**config.mk**
```make
export PLATFORM = sky130hd
export DESIGN_NAME = time_gen
export DESIGN_NICKNAME = d
export VERILOG_FILES = /design/src/rtl/alarm_clock_pkg.sv /design/src/rtl/mod_counter.sv /design/src/rtl/time_gen.sv
export SDC_FILE = /design/constraint.sdc
export NUM_CORES = 1
export LEC_CHECK = 0
export BUFFER_PORTS_ARGS = -buffer_cell sky130_fd_sc_hd__buf_4
export CAP_MARGIN = 20
export CORE_MARGIN = 2
export CORE_UTILIZATION = 45
export CTS_CLUSTER_SIZE = 25
export DETAILED_ROUTE_END_ITERATION = 7
export PLACE_DENSITY = 0.71
export RECOVER_POWER = 50
export SLEW_MARGIN = 20
export SYNTH_ARGS = -nofsm -noshare
export SYNTH_HDL_FRONTEND = slang
export SYNTH_SLANG_ARGS = --single-unit
```
**constraint.sdc**
```tcl
create_clock -name clk -period 2.9 [get_ports clk]
set_clock_uncertainty 0.05 [all_clocks]
set_input_delay 0.145 -clock clk [delete_from_list [all_inputs] [get_ports clk]]
set_output_delay 0.145 -clock clk [all_outputs]
set_load 0.03 [all_outputs]
```
**src/rtl/alarm_clock_pkg.sv**
```systemverilog
// Shared constants for the alarm clock timebase and time-of-day logic.
package alarm_clock_pkg;
    localparam int CLKS_PER_SEC_DEF = 256;
    localparam int SECS_PER_MIN     = 60;
    localparam int SEC_W            = 6;
endpackage

```
**src/rtl/mod_counter.sv**
```systemverilog
// Modulo-N counter with synchronous clear and enable; wrap flags the terminal count.
module mod_counter #(
    parameter int N = 60,
    parameter int W = 6
) (
    input  logic         clk,
    input  logic         reset,
    input  logic         clr,
    input  logic         en,
    output logic [W-1:0] count,
    output logic         wrap
);
    logic [W-1:0] count_reg;

    assign count = count_reg;
    assign wrap  = en && (count_reg == W'(N - 1));

    // clr outranks en, so a wrap coinciding with clr is dropped
    always_ff @(posedge clk or negedge reset) begin
        if (!reset) begin
            count_reg <= '0;
        end else if (clr) begin
            count_reg <= '0;
        end else if (en) begin
            count_reg <= wrap ? '0 : count_reg + W'(1);
        end
    end
endmodule

```
**src/rtl/time_gen.sv**
```systemverilog
// Timebase generator: one-cycle second and minute strobes plus the running seconds count.
module time_gen
    import alarm_clock_pkg::*;
#(
    parameter int CLKS_PER_SEC = CLKS_PER_SEC_DEF,
    parameter int SECS_PER_MIN = alarm_clock_pkg::SECS_PER_MIN
) (
    input  logic             clk,
    input  logic             reset,
    input  logic             reset_count,
    input  logic             fast_watch,
    output logic             one_second,
    output logic             one_minute,
    output logic [SEC_W-1:0] seconds
);
    localparam int PRE_W = $clog2(CLKS_PER_SEC);

    logic [PRE_W-1:0] pre_count;
    logic             sec_tick;
    logic             min_tick;
    logic             one_second_reg;
    logic             one_minute_reg;

    mod_counter #(.N(CLKS_PER_SEC), .W(PRE_W)) u_prescaler (
        .clk   (clk),
        .reset (reset),
        .clr   (reset_count),
        .en    (1'b1),
        .count (pre_count),
        .wrap  (sec_tick)
    );

    mod_counter #(.N(SECS_PER_MIN), .W(SEC_W)) u_seconds (
        .clk   (clk),
        .reset (reset),
        .clr   (reset_count),
        .en    (sec_tick),
        .count (seconds),
        .wrap  (min_tick)
    );

    // fast_watch only picks the minute source; both counters run regardless
    always_ff @(posedge clk or negedge reset) begin
        if (!reset) begin
            one_second_reg <= 1'b0;
            one_minute_reg <= 1'b0;
        end else if (reset_count) begin
            one_second_reg <= 1'b0;
            one_minute_reg <= 1'b0;
        end else begin
            one_second_reg <= sec_tick;
            one_minute_reg <= fast_watch ? sec_tick : min_tick;
        end
    end

    assign one_second = one_second_reg;
    assign one_minute = one_minute_reg;

    a_sec_single: assert property (@(posedge clk) disable iff (!reset)
        one_second |=> !one_second);
    a_min_in_sec: assert property (@(posedge clk) disable iff (!reset)
        one_minute |-> one_second);
    a_sec_range: assert property (@(posedge clk) disable iff (!reset)
        32'(seconds) < SECS_PER_MIN);
    a_pre_range: assert property (@(posedge clk) disable iff (!reset)
        32'(pre_count) < CLKS_PER_SEC);
    a_realign: assert property (@(posedge clk) disable iff (!reset)
        reset_count |=> (!one_second && seconds == '0));
endmodule

```
==> impl_metrics.ini, run 1 <==
[power]
intPower_mw = 0.294
p_comb_share_pct = 10.1
p_switching_mw = 0.0966
swShare_pct = 24.8
p_per_area_mw_per_mm2 = 417
total_power_mw = 0.390
seqPwrFrac_pct = 61.8
ir_drop_mv = 0.277
cellLeakagePower_nw = 0.374
pwr-share-clk_pct = 28.2

[global_routing]
grt_pass1_vias = 569
antenna_found_initial = 0
grt_remaining_overflow = 0
grt_use_total_pct = 17.6
grt_pass1_wl_um = 2640
grt_max_degree = 17

[floorplan]
die_h_um = 46.8
initial_core_util_pct = 47.7
die_x_um = 46.8
dieArea_mm2 = 0.00219
coreArea_mm2 = 0.00173
row_count = 15
io_pins = 12

[timing]
grt_setup_unrepaired = false
tightest_slew_ns = 0.867
fmax_mhz = 549
hold_viol = 0
post-route-period-util_pct = 62.8
layout_min_cycle_time_ns = 1.82
finalSetupTns_ns = 0
finalSetupViolCount = 0
setup_slack_ns = 1.08
relSlewSlack_pct = 42.2
drv_slew = 0

[placement]
pre_cts_ws_ns = 1.08
io_buffers = 11
finalWeightedCongestion = 0.771
dp_hpwl_um = 1160

[critical_path]
crit_family = simple AND/OR/NAND/NOR gates
cpPeakStageDelay_ns = 0.42
crit_path_top_delay_cell = o41ai_1
endpoint_kind = register
crit_chain = ha_1 > nand3_2 > or2_4 > o41ai_1
crit_type = reg -> reg
critPathLaunchType = register
crit_buf_inv = 0
arrival_ns = 1.91
crit_fanout = 12
crit_required_ns = 2.99

[route]
drtIter0Drc = 4
routed_via_density = 5.54
routed_wl_um = 1620
postRouteAntennaNets = 0
vias = 659
drc_errors = 0
first_pass_iters = 3
avgRoutedWirePerCell_um = 13.6

[synthesis]
synth-seq-cells = 16
syn_area_per_cell_um2 = 10.0
yosysWarningCount = 0
synth_cells = 82
synth.cell_area_um2 = 823
syn-num-nets = 88
seq_area_frac_synth_pct = 48.6
synth.distinct_cells = 33

[cts]
clockBufferDepth = 2
htree_num_levels = 1
cts_sinks = 16
post_cts.repair.setup_buffers = 0
cts_tree = yes
path_clk_slew_ns = 0.09
cts_resized = 0
cts_made_buffers = 3
clockRootBuffer = clkbuf_4
clk_latency_ns = 0.27

[hold_path]
hp-class = in -> reg

[layout]
multiInputGateArea_um2 = 385
syn2layout_area_growth_pct = 13.7
drive_gt1_share_pct = 14.9
utilization_pct = 54.2
nets = 102
n_fill_cell = 169
antenna_cells = 0
largest_reg_flops = 8
regArea_um2 = 400

[run_status]
status = completed

[job]
max_cap_violations = 0
[Yosys cell counts]
| cell type | instances | area share, % |
|---|---|---|
| nand4_2 | 1 | 1.5 |
| o21a_1 | 1 | 0.91 |
| nor3_1 | 4 | 2.4 |
| and3_1 | 1 | 0.76 |
| o2111ai_1 | 1 | 1.1 |
| o41ai_1 | 1 | 1.1 |
| dfrtp_1 | 16 | 49 |
| or2_4 | 1 | 1.1 |
| or3_1 | 3 | 2.3 |
| a211oi_1 | 1 | 0.91 |
| or4_1 | 3 | 2.7 |
| buf_4 | 1 | 0.91 |
| a31oi_1 | 1 | 0.76 |
| nand4bb_1 | 1 | 1.4 |
| o31ai_1 | 2 | 1.8 |
| nand4_1 | 1 | 0.76 |
| nand2_1 | 2 | 0.91 |
| nand3b_1 | 1 | 0.91 |
| o211ai_1 | 3 | 2.7 |
| xor2_1 | 2 | 2.1 |
| nor2_1 | 4 | 1.8 |
| nand2b_1 | 1 | 0.76 |
| ha_1 | 2 | 3.0 |
| clkbuf_1 | 2 | 0.91 |
| xnor2_1 | 1 | 1.1 |
| nand3_1 | 5 | 3.0 |
| nand3_2 | 1 | 1.2 |
| o21ai_0 | 4 | 2.4 |
| o221a_2 | 1 | 1.4 |
| a21oi_1 | 5 | 3.0 |
| o311ai_0 | 2 | 2.1 |
| or2_2 | 1 | 0.76 |
| inv_1 | 6 | 2.7 |
[final timing paths]
path / from / slack (ns) / endpoint / depth (start not counted)
hold / removal: fast_watch / 0.03 / one_minute$_DFF_PN0_ / 2
setup reg to reg: u_prescaler.count[0]$_DFF_PN0_ / 1.08 / u_seconds.count[2]$_DFFE_PN0P_ / 4
max in group asynchronous: reset / 1.82 / u_seconds.count[4]$_DFFE_PN0P_ / 2
setup / recovery: u_prescaler.count[0]$_DFF_PN0_ / 1.08 / u_seconds.count[2]$_DFFE_PN0P_ / 4
min in group asynchronous: reset / 0.45 / u_seconds.count[5]$_DFFE_PN0P_ / 2
hold reg to reg: u_prescaler.count[0]$_DFF_PN0_ / 0.48 / u_prescaler.count[0]$_DFF_PN0_ / 1
[layout make-up]
type	count	area share (%)
Tap cell	25	3.34
Inverter	6	2.41
Multi-Input combinational cell	57	41.2
Clock buffer	3	2.41
Sequential cell	16	42.8
Timing Repair Buffer	12	7.89
[power groups by stage]
stage               Sequential [mW]  Clock, mW  Combinational [mW]
floorplan                     0.250          0              0.0150
global placement              0.245          0              0.0393
detailed placement            0.245          0              0.0396
CTS                           0.241      0.116              0.0405
global route                  0.243      0.123              0.0438
finish                        0.241      0.110              0.0392
[placed cells by master, fill, tap and decap left out, types with 2 or more instances in the layout]
cell type,synthesis,layout
nand2_1,2,2
nand3_1,5,5
o211ai_1,3,3
clkbuf_1,2,5
o21ai_0,4,4
a21oi_1,5,5
or4_1,3,3
ha_1,2,2
dfrtp_1,16,16
nor2_1,4,4
xor2_1,2,2
or3_1,3,3
o311ai_0,2,2
clkbuf_4,0,3
inv_1,6,6
o31ai_1,2,2
nor3_1,4,4
buf_4,1,6
[layer usage]
layer / vias up / GRT usage, % / wire [um] / part of all wire [%]
li1: 334 / - / - / -
met1: 316 / 26.0 / 840 / 52
met2: 7 / 24.7 / 713 / 44
met3: 2 / 5.77 / 48 / 3.0
met4: 0 / 5.00 / 14 / 0.87
met5: - / 0 / 0 / 0
[worst register-to-register path, stage by stage (launching register included)]
cell and delay [ns]:
dfrtp_1 0.41, ha_1 0.27, nand3_2 0.23, or2_4 0.31
o41ai_1 0.42
[repair_timing]
action,4_1_cts,5_1_grt
hold endpoints to repair,16,0
endpoints found under the setup margin,0,0
hold buffers,1,0
[metrics by stage]
| step | instance area, um2 | std cells | hold WS, ns |
|---|---|---|---|
| CTS | 955 | 119 | 0.0209 |
| finish | 936 | 119 | 0.0315 |
| detailed placement | 922 | 115 | -0.0334 |
| global placement | 922 | 115 | -0.0347 |
| global route | 936 | 119 | 0.0222 |
| floorplan | 823 | 82 | -0.201 |
[cells by family (layout without fill, tap and decap cells)]
kind of cell / after synthesis / in the layout / synth area share [%]
flops: 16 / 16 / 48.6
simple gates: 30 / 30 / 22.3
compound gates: 22 / 22 / 18.2
buf+inv: 9 / 21 / 4.56
fa+ha+maj: 2 / 2 / 3.04
xor+xnor: 3 / 3 / 3.19
Note: power is estimated with default switching activity, not from simulation.
==> run 2: changes to the inputs <==
- clock period: 2.9 -> 1.8 ns (I/O delays scaled with it)
==> run 2 against run 1 <==
Power increased by 78%. Via count rose by 2.9%. Worst setup slack worse by 0.92 ns. Sequential share of layout area fell by 2.5 points. Largest power group unchanged.
==> impl_metrics.ini, run 2 (synthesis results as in run 1) <==
[run_status]
status = completed

[global_routing]
grt_use_total_pct = 19.3
grt_remaining_overflow = 0
met3_usage_pct = 4.62
grt_pass1_vias = 613
grt_pass1_wl_um = 2890
antenna_found_initial = 0
grt_max_degree = 17
grt_util_met2_pct = 27.1
grt-busiest-layer = met1
use_met1_pct = 28.4

[critical_path]
cpPeakStageDelay_ns = 0.42
regToRegSetupSlack_ns = 0.16
crit_type = reg -> reg
crit_chain = ha_2 > nand3_4 > or2_4 > o41ai_2
crit_fanout = 12
arrival_ns = 1.77
crit_path_top_delay_cell = dfrtp_1
critPathLaunchType = register
crit_required_ns = 1.93
endpoint_kind = register

[floorplan]
die_x_um = 46.8
dieArea_mm2 = 0.00219
die_h_um = 46.8
initial_core_util_pct = 47.7
row_count = 15
io_pins = 12
coreArea_mm2 = 0.00173

[timing]
finalSetupViolCount = 0
fin_hold_ws_ns = 0.0192
fmax_mhz = 610
layout_min_cycle_time_ns = 1.64
hold_viol = 0
post-route-period-util_pct = 91.1
grt_setup_unrepaired = false
finalSetupTns_ns = 0
tightest_slew_ns = 0.827
relSlewSlack_pct = 44.8
drv_slew = 0

[route]
postRouteAntennaNets = 0
first_pass_iters = 4
drtIter0Drc = 16
routed_via_density = 5.56
vias = 678
routed_wl_um = 1720
avgRoutedWirePerCell_um = 14.1
drc_errors = 0

[layout]
nets = 104
regArea_um2 = 400
stdcell_count = 122
stdcell_area_um2 = 993
multiInputGateArea_um2 = 412
n_fill_cell = 172
largest_reg_flops = 8
final_common_cell = dfrtp_1
layout_common_cells = 16 x dfrtp_1, 7 x buf_4, 6 x inv_1
antenna_cells = 0
drive_gt1_share_pct = 18.6
syn2layout_area_growth_pct = 20.7
utilization_pct = 57.5

[power]
p_per_area_mw_per_mm2 = 699
cellLeakagePower_nw = 0.399
ir_drop_mv = 0.336

[placement]
dp_hpwl_um = 1180
dp.cells = 116
placed_cell_area_um2 = 930
io_buffers = 11
finalWeightedCongestion = 0.737

[job]
max_cap_violations = 0

[hold_path]
hp-class = in -> reg

[cts]
path_clk_slew_ns = 0.09
clockRootBuffer = clkbuf_4
clockBufferDepth = 2
cts_sinks = 16
clk_latency_ns = 0.29
cts_tree = yes
htree_num_levels = 1
cts_made_buffers = 3
[run 2: worst paths after layout]
kind                            depth (start not counted)                             end                            from
worst max-delay path                                    4  u_seconds.count[2]$_DFFE_PN0P_  u_prescaler.count[0]$_DFF_PN0_
worst min-delay path                                    2  u_seconds.count[1]$_DFFE_PN0P_                     reset_count
worst max register to register                          4  u_seconds.count[2]$_DFFE_PN0P_  u_prescaler.count[0]$_DFF_PN0_
worst min register to register                          1  u_prescaler.count[0]$_DFF_PN0_  u_prescaler.count[0]$_DFF_PN0_
max in group asynchronous                               2  u_seconds.count[2]$_DFFE_PN0P_                           reset
min in group asynchronous                               2  u_seconds.count[5]$_DFFE_PN0P_                           reset
[run 2: area by class of cell]
type	instances	area share [%]
repair buffers	14	9.19
multi-input cells	57	41.4
inverters	6	2.27
clock buffers	4	3.65
flip-flops and latches	16	40.3
well taps	25	3.15
[run 2: what timing repair did]
action / CTS / global route
hold buffers: 2 / 0
setup endpoints to repair: 1 / 3
buffers inserted: 0 / 0
resized for setup: 1 / 4
endpoints found under the hold margin: 17 / 0
[run 2: through the flow]
stage	power (mW)	setup WS, ns
6_report	0.694	0.161
5_1_grt	0.725	0.0623
4_1_cts	0.703	0.0110
3_5_place_dp	0.459	-0.00129
3_3_place_gp	0.458	0.140
2_1_floorplan	0.427	0.232
[run 2: critical path, delay by kind of cell, from the launching register on]
| kind | cells | cell delay [ns] |
|---|---|---|
| and+or+nand+nor | 2 | 0.44 |
| adders and majority gates | 1 | 0.27 |
| DFF | 1 | 0.42 |
| AOI/OAI and AO/OA | 1 | 0.36 |
[run 2: where the power goes]
| part | switching [mW] | internal (mW) |
|---|---|---|
| Clock | 0.116 | 0.123 |
| Sequential | 0.0185 | 0.370 |
| Combinational | 0.0382 | 0.0277 |
| Total | 0.173 | 0.521 |
[run 2: routing by layer]
| metal | up-vias | part of all wire [%] |
|---|---|---|
| met5 | - | 0 |
| met3 | 5 | 3.6 |
| met2 | 12 | 45 |
| li1 | 341 | - |
| met1 | 320 | 50 |
| met4 | 0 | 1.9 |
